## src/rtl/if_fetch_queue.sv

```systemverilog
// Instruction fetch queue between the PC/IMEM stage and decode; holds {PC+4, instr}.
// Latency: an entry pushed into an empty queue appears at the head one cycle after its push edge.
// Backpressure: Fetch_Stall holds the PC while full; a pop on a full cycle frees the slot for the next cycle.
module if_fetch_queue #(
    parameter int N     = 32,
    parameter int DEPTH = 4
) (
    input  logic                     clk,
    input  logic                     reset,
    input  logic [N-1:0]             PC_In,
    input  logic [N-1:0]             Instr_In,
    input  logic                     Flush,
    input  logic                     Decode_Ready,
    output logic                     Fetch_Stall,
    output logic [N-1:0]             IFID_PC4,
    output logic [N-1:0]             IFID_Instr,
    output logic                     IFID_Valid,
    output logic [$clog2(DEPTH):0]   Count
);

    localparam int AW = $clog2(DEPTH);
    localparam int CW = AW + 1;

    logic [N-1:0]  pc4_mem   [DEPTH];
    logic [N-1:0]  instr_mem [DEPTH];
    logic [AW-1:0] rd_ptr;
    logic [AW-1:0] wr_ptr;
    logic [CW-1:0] count;
    logic          full;
    logic          push;
    logic          pop;

    // Full is judged on the registered count only, so a pop in the same cycle
    // cannot open a slot until the following edge.
    assign full        = (count == CW'(DEPTH));
    assign Fetch_Stall = full && !Flush;
    assign push        = !full && !Flush;
    assign pop         = (count != '0) && Decode_Ready && !Flush;

    assign Count       = count;
    assign IFID_Valid  = (count != '0);
    assign IFID_PC4    = IFID_Valid ? pc4_mem[rd_ptr]   : '0;
    assign IFID_Instr  = IFID_Valid ? instr_mem[rd_ptr] : '0;

    // Occupancy and pointers; flush redirects fetch and beats push/pop.
    always_ff @(posedge clk or negedge reset) begin
        if (!reset) begin
            count  <= '0;
            rd_ptr <= '0;
            wr_ptr <= '0;
        end else if (Flush) begin
            count  <= '0;
            rd_ptr <= '0;
            wr_ptr <= '0;
        end else begin
            if (push) begin
                wr_ptr <= wr_ptr + AW'(1);
            end
            if (pop) begin
                rd_ptr <= rd_ptr + AW'(1);
            end
            case ({push, pop})
                2'b10:   count <= count + CW'(1);
                2'b01:   count <= count - CW'(1);
                default: count <= count;
            endcase
        end
    end

    // Entry storage; contents are only observable through the valid-gated head,
    // so it needs no reset.
    always_ff @(posedge clk) begin
        if (push) begin
            pc4_mem[wr_ptr]   <= PC_In + N'(4);
            instr_mem[wr_ptr] <= Instr_In;
        end
    end

endmodule

```

## config.mk

```make
export PLATFORM = sky130hd
export DESIGN_NAME = if_fetch_queue
export DESIGN_NICKNAME = d
export VERILOG_FILES = /design/src/rtl/if_fetch_queue.sv
export SDC_FILE = /design/constraint.sdc
export NUM_CORES = 1
export LEC_CHECK = 0
export ABC_AREA = 1
export CAP_MARGIN = 20
export CORE_UTILIZATION = 50
export DETAILED_ROUTE_END_ITERATION = 8
export GPL_TIMING_DRIVEN = 0
export PLACE_DENSITY = 0.77
export SYNTH_ARGS = -nofsm -noshare
export SYNTH_HDL_FRONTEND = slang
export SYNTH_SLANG_ARGS = --single-unit
```

## constraint.sdc

```tcl
create_clock -name clk -period 5.09 [get_ports clk]
set_input_delay 0.509 -clock clk [delete_from_list [all_inputs] [get_ports clk]]
set_output_delay 0.509 -clock clk [all_outputs]
set_load 0.1 [all_outputs]
```

Word level (Yosys, flattened, before mapping)
Memories as Yosys holds them, arrays and structs flattened. Index checks and enable logic that the tools add are counted.

Word-level logic and storage cells: 33. RAM bits: 256. Memories kept: 2. Bits in registers: 7.

Reductions and logical operators: 10. Equal/unequal tests: 3. Mux-type cells: 10. Add/sub/neg operators: 5.

Memory list: instr_mem (words 4, width 32, read ports 1, clocked after memory_dff 0, write ports 1, RTL line 25) `logic [N-1:0] instr_mem [DEPTH];`; pc4_mem (words 4, width 32, read ports 1, clocked after memory_dff 0, write ports 1, RTL line 24) `logic [N-1:0] pc4_mem [DEPTH];`.

Operators with widths (number): $mux W32 (2); $add A32 B3 Y32 const B (1); $mux W2 (4); $pmux W3 S2 (1); $reduce_bool A3 Y1 (2); $add A2 B1 Y2 const B (2); $logic_and A1 B1 Y1 (4); $reduce_bool A2 Y1 (2); $add A3 B1 Y3 const B (1); $eq A3 B3 Y1 const B (1); $mux W3 (1); $sub A3 B1 Y3 const B (1); $eq A2 B1 Y1 const B (1); $eq A2 B2 Y1 const B (1); $logic_not A1 Y1 (2); $mux W1 (2).

Depth between registers and ports, before layout
Gate-level depths: netlist of the first run.

Depth in word-level cells: 6. Depth in mapped cells: 9. Mapped depth without buffers: 9.

Least setup slack after synthesis of the first run
OpenSTA, ideal clock, no wires.

Path kind: reg-to-reg. From: register count[0], in the netlist Count[0]. To: memory instr_mem[0][0] (enable). Library setup time: 0.486 ns. Slack: 0.576 ns. Arrival time: 4.028 ns. Cell stages (with the launch flop): 5. Cell sequence: dfrtp_1 > nor2_2 > nand2_1 > nand2_1 > nor2_1.

Word-level cells in the longest chain between the ends: 5.

RTL lines: start: declaration (RTL line 28) `logic [CW-1:0] count;`; start signal: assignment (RTL line 63) `2'b10: count <= count + CW'(1);`; start signal: assignment (RTL line 64) `2'b01: count <= count - CW'(1);`; start signal: assignment (RTL line 65) `default: count <= count;`; $eq A3 B3 Y1 (RTL line 35) `assign full = (count == CW'(DEPTH));`; $logic_not A1 Y1 (RTL line 37) `assign push = !full && !Flush;`; $logic_and A1 B1 Y1 (RTL line 37); $mux W1 (RTL line 73) `if (push) begin`; $mux W1 (not written as such) (RTL line 75) `instr_mem[wr_ptr] <= Instr_In;`; end: declaration (RTL line 25).

Every way passes these cells.

Final worst setup path of the first run
From: register rd_ptr[0]. To: output IFID_Instr[22].

Word-level cells in the longest chain between the ends: 2.

RTL lines: start: declaration (RTL line 26) `logic [AW-1:0] rd_ptr;`; start signal: assignment (RTL line 60) `rd_ptr <= rd_ptr + AW'(1);`; $mem_v2 Z4 W32; $mux W32 (RTL line 43) `assign IFID_Instr = IFID_Valid ? instr_mem[rd_ptr] : '0;`; end: declaration (RTL line 16) `output logic [N-1:0] IFID_Instr,`.

Every way passes these cells.

==> impl_metrics.ini, run 1 <==
[outcome]
status = complete, but fails checks
violations = DRC

[clock_tree]
cts_tree = yes
cts_sinks = 263
cts_hold_buf = 0
clockBufferDepth = 3
cts.clk_slew.worst_paths_ns = 0.06
post_cts_resized = 0
cts_buffers = 26
clockRootBuffer = clkbuf_16
clk_latency_ns = 0.52
post_cts_buffers = 0
cts_max_level = 1

[placement]
dp_slack_ns = 1.951
gp_congestion = 0.9302
placed_area_um2 = 13250
port_buffers = 136
place_hpwl_um = 17190

[power_and_ir_drop]
p_leak_uw = 0.005047
vdd_ir_drop_max_mv = 0.5310
p_per_area_nw_per_um2 = 659.7

[setup_path]
end_kind = output pin
cp-start-kind = flip-flop
setup.worst_path.class = flip-flop to output pin
crit_top_cell = buf_6
regToRegSetupSlack_ns = 3.03
worst_ep_required_time_ns = 4.58
slowest_stage = clkdlybuf4s50_1
timing.critical_path.arrival_ns = 3.22
crit_fanout = 10
max_stage_delay_ns = 1.17
worstPathCellList = buf_6 -> inv_2 -> buf_6 -> clkbuf_1 -> o21ai_0 -> a21oi_1 -> clkdlybuf4s50_1

[global_route]
groute.usage.overall = 0.2255
grt_pass1_vias = 7812
grt_pass1_wl_um = 40680
antenna_found_initial = 0
grt_max_degree = 30
globalRouteOverflowTotal = 0

[final_layout]
nFillCells = 1633
final_area_um2 = 14070
mostFrequentLayoutCells = 283 x nor2_1, 256 x edfxtp_1, 136 x clkdlybuf4s50_1
diodes = 0
drive_above_1_share = 0.1013
final_util = 0.6388
area_growth_pct = 23.95
nNetsFinal = 1238
final_common_cell = nor2_1

[synth]
synth_seq_cells = 263
netlist_area_um2 = 11350
ys_seq_area_frac = 0.6926
syn-instance-count = 993
synth_warnings = 0
synth_fp_nets = 1066
avgSynthCellArea_um2 = 11.43
ys_types = 33

[drt]
ant_nets = 0
drt_iter0_drc = 485
drtPass1Iterations = 9
drcViolationCount = 4
via_per_inst = 5.356
wl_per_cell_um = 17.96
vias = 7846
drt-total-wl_um = 26310

[sta]
drv_slew = 0
tightest_slew_ns = 1.084
final.setup_skew_ns = 0.006279
max_freq_mhz = 268.1
hold_viol = 0
grt_setup_unrepaired = no
period_needed_ns = 3.730
min_period_over_period = 0.7327
max-slew-margin-rel = 0.2751
finalWorstSetupSlack_ns = 1.360
setup_viol = 0

[floorplan]
rows = 54
ios = 137
die_x_um = 152.7
dieArea_um2 = 23310
die_h_um = 152.7
core_um2 = 22030
initial_utilization = 0.5154

[run]
drv_cap = 0

[min_path]
hold_path.class = primary input to asynchronous set/reset pin
where the power goes:
| part | total [uW] | internal (uW) | switching (uW) | leakage, uW |
|---|---|---|---|---|
| sequential | 2750 | 2680 | 69.8 | 0.00244 |
| combinational | 4710 | 1050 | 3660 | 0.00221 |
| clock | 1830 | 1070 | 757 | 0.000398 |
cell usage after synthesis, drive strengths merged:
| library cell | instances | area share |
|---|---|---|
| xnor2 | 5 | 0.0039 |
| o21ai | 133 | 0.059 |
| nor3 | 5 | 0.0036 |
| edfxtp | 256 | 0.68 |
| dfrtp | 7 | 0.015 |
| nand3b | 12 | 0.0079 |
| clkinv | 1 | 0.00033 |
| nand3 | 13 | 0.0088 |
| nor2 | 299 | 0.11 |
| clkbuf | 13 | 0.0054 |
| ha | 5 | 0.0055 |
| nand4 | 4 | 0.0022 |
| xor2 | 10 | 0.0084 |
| buf | 37 | 0.024 |
| a21oi | 64 | 0.028 |
| inv | 37 | 0.012 |
| nand2 | 92 | 0.033 |
metal layers:
layer	wire, um	part of all wire	global-route usage
met2	13320	0.51	0.3982
met4	558	0.021	0.07263
met5	0	0	0
met3	1629	0.062	0.02361
met1	10800	0.41	0.2927
through the flow:
step / setup TNS, ns / power (uW) / std cells / hold WS (ns)
2_1_floorplan: 0 / 6285 / 993 / 0.2134
3_3_place_gp: -326.01 / 7441 / 1409 / 0.5297
3_5_place_dp: 0 / 7498 / 1417 / 0.5305
4_1_cts: 0 / 9312 / 1465 / 0.2457
5_1_grt: 0 / 9591 / 1465 / 0.2699
6_report: 0 / 9283 / 1465 / 0.2486
cell type report:
type	instances	area, um2	area share
buffer	50	329.1	0.02339
clock buffer	34	701.9	0.04988
clock inverter	14	115.1	0.008181
inverter	38	142.6	0.01014
multi-input combinational	642	3048	0.2166
sequential	263	7863	0.5588
tap	280	350.3	0.02490
timing repair buffer	144	1521	0.1081
final timing paths:
kind                                       start                    endpoint  depth (start not counted)
min                                        reset        Count[2]$_DFFE_PN0P_                          1
min in group clk            Count[0]$_DFFE_PN0P_        Count[0]$_DFFE_PN0P_                          1
max in group asynchronous                  reset       rd_ptr[0]$_DFFE_PN0P_                          1
max                        rd_ptr[0]$_DFFE_PN0P_              IFID_Instr[22]                          7
min reg2reg                 Count[0]$_DFFE_PN0P_        Count[0]$_DFFE_PN0P_                          1
max reg2reg                 Count[0]$_DFFE_PN0P_  instr_mem[3][11]$_DFFE_PP_                          5
worst max-delay path: cells and delay by family, from the launching register on:
kind / cells / cell delay [ns]
AO/OA/AOI/OAI: 2 / 0.41
buffers and inverters: 5 / 1.91
flip-flops: 1 / 0.38
logic make-up (layout without fill, tap and decap cells):
family	Yosys count	count (layout)	share of synthesized area
adder cells (fa/ha/maj)	5	5	0.005511
XOR/XNOR	15	15	0.01223
AO/OA/AOI/OAI	197	197	0.08685
AND/OR/NAND/NOR	425	425	0.1612
flip-flops	263	263	0.6926
buffers and inverters	88	280	0.04155
sequential cells by signal, summed over array words and instances, names as in the netlist:
signal     flops
Count          3
instr_mem    128
pc4_mem      128
rd_ptr         2
wr_ptr         2
No activity file was read; power rests on OpenSTA's default activity.
==> run 2, diff against run 1 <==
--- a/config.mk
+++ b/config.mk
@@ -10,7 +10,7 @@
 export CORE_UTILIZATION = 50
 export DETAILED_ROUTE_END_ITERATION = 8
 export GPL_TIMING_DRIVEN = 0
-export PLACE_DENSITY = 0.77
+export PLACE_DENSITY = 0.8
 export SYNTH_ARGS = -nofsm -noshare
 export SYNTH_HDL_FRONTEND = slang
 export SYNTH_SLANG_ARGS = --single-unit
==> constraint.sdc (replaced) <==
create_clock -name clk -period 3.4 [get_ports clk]
set_input_delay 0.34 -clock clk [delete_from_list [all_inputs] [get_ports clk]]
set_output_delay 0.34 -clock clk [all_outputs]
set_load 0.1 [all_outputs]
==> run 2 against run 1 <==
Against the previous run: the run still ends with DRC left; setup slack worse by 1.2 ns; sequential share of layout area decreased by 2.5 points; global-route usage grew 0.82 points; first-iteration DRC count up 26%; final cell count unchanged; cell area grew 4.6%; non-clock buffer count did not move; via count is 0.80% higher; sequential cell count is the same; critical path depth is the same; wire length is 2.1% higher; worst hold slack worse by 0.19 ns.
==> impl_metrics.ini, run 2 (synthesis gave the netlist of run 1 again) <==
[floorplan]
dieArea_um2 = 23310
ios = 137
core_um2 = 22030
rows = 54
initial_utilization = 0.5154
die_x_um = 152.7
die_h_um = 152.7

[sta]
setup_viol = 0
period_needed_ns = 3.283
drv_slew = 0
max_freq_mhz = 304.6
hold_viol = 0
grt_setup_unrepaired = no
min_period_over_period = 0.9657
final.setup_skew_ns = 0.01233
max-slew-margin-rel = 0.3059
tightest_slew_ns = 1.039

[min_path]
hold_path.class = primary input to asynchronous set/reset pin

[placement]
port_buffers = 136
place_hpwl_um = 17560
gp_congestion = 0.9091

[global_route]
groute.usage.overall = 0.2337
grt_pass1_vias = 7920
grt_max_degree = 29
grt_pass1_wl_um = 41940
globalRouteOverflowTotal = 0
antenna_found_initial = 0

[clock_tree]
post_cts_buffers = 0
clockBufferDepth = 3
clockRootBuffer = clkbuf_16
cts_hold_buf = 0
cts.clk_slew.worst_paths_ns = 0.07
clk_latency_ns = 0.53
cts_tree = yes
cts_buffers = 26
cts_max_level = 1
cts_sinks = 263

[final_layout]
nFillCells = 1570
diodes = 0
regArea_um2 = 7863
final_common_cell = nor2_1
multiInputGateArea_um2 = 3724
final_util = 0.6683
nNetsFinal = 1238
drive_above_1_share = 0.1603
mostFrequentLayoutCells = 283 x nor2_1, 256 x edfxtp_1, 129 x o21ai_0
area_growth_pct = 29.67

[setup_path]
end_kind = output pin
setup.worst_path.class = flip-flop to output pin
crit_fanout = 10
timing.critical_path.arrival_ns = 2.94
crit_path_start = rd_ptr[0]$_DFFE_PN0P_
timing.rr.start = Count[0]$_DFFE_PN0P_
cp-start-kind = flip-flop
worst_ep_required_time_ns = 3.06

[drt]
vias = 7909
drt_iter0_drc = 612
drcViolationCount = 3
drt-total-wl_um = 26860
drtPass1Iterations = 9
wl_per_cell_um = 18.33
ant_nets = 0
via_per_inst = 5.399

[outcome]
status = complete, but fails checks
violations = DRC

[run]
drv_cap = 0
run 2: cell count changes in the layout (fill, tap and decap cells not counted), moves of 2 or more:
| cell | before | now |
|---|---|---|
| clkdlybuf4s50_1 | 136 | 72 |
| bufinv_16 | 2 | 4 |
| clkbuf_1 | 10 | 4 |
| a21oi_4 | 0 | 60 |
| inv_6 | 0 | 2 |
| clkbuf_2 | 10 | 16 |
| clkinv_1 | 7 | 9 |
| dlygate4sd2_1 | 0 | 54 |
| dlymetal6s2s_1 | 0 | 2 |
| a21oi_1 | 64 | 4 |
| clkdlybuf4s15_1 | 0 | 2 |
run 2: area by class of cell:
class                           instances  area share
Sequential cell                       263      0.5341
Clock inverter                         20     0.01385
Multi-Input combinational cell        642      0.2530
Clock buffer                           28     0.04615
Timing Repair Buffer                  144     0.09707
Tap cell                              280     0.02380
Buffer                                 50     0.02235
Inverter                               38    0.009690
run 2: stage by stage:
step | setup WS [ns] | setup TNS, ns | instance area [um2] | instances | hold slack (ns)
after floorplan | -0.5808 | -2.323 | 12060 | 993 | 0.04441
after global placement | 0.08184 | 0 | 13770 | 1409 | 0.5337
after detailed placement | 0.3038 | 0 | 13930 | 1417 | 0.5422
after CTS | 0.01070 | 0 | 14740 | 1465 | 0.05813
after global routing | 0.0004317 | 0 | 14720 | 1465 | 0.07702
final | 0.1168 | 0 | 14720 | 1465 | 0.05559
run 2: routing by layer:
metal / up-vias / part of all wire / global-route usage
li1: 3775 / - / -
met1: 3790 / 0.40 / 0.2987
met2: 299 / 0.52 / 0.4163
met3: 45 / 0.061 / 0.02929
met4: 0 / 0.021 / 0.07023
met5: - / 0 / 0
run 2: path summary, 6_finish.rpt:
check                                              to  slack, ns  depth (start not counted)
min in group clk           instr_mem[2][28]$_DFFE_PP_       0.45                          1
min                              Count[2]$_DFFE_PN0P_       0.06                          1
max reg2reg                 instr_mem[2][7]$_DFFE_PP_       1.33                          5
max in group asynchronous        Count[1]$_DFFE_PN0P_       3.12                          1
max                                    IFID_Instr[11]       0.12                          7
min reg2reg                      Count[0]$_DFFE_PN0P_       0.55                          1
run 2: critical path: stages (launching register included):
cell           delay (ns)
dfrtp_1              0.40
buf_6                0.14
inv_2                0.06
buf_6                0.13
clkbuf_1             0.39
o21ai_0              0.25
a21oi_4              0.18
dlygate4sd2_1        0.87
run 2: what timing repair did:
item                                    4_1_cts  5_1_grt
pin swaps                                     0        0
resized for setup                            62       16
endpoints found under the setup margin       62       10
Power of run 2 is not shown: default switching activity piles up to over one toggle a cycle in this logic, so the estimate is an artifact.
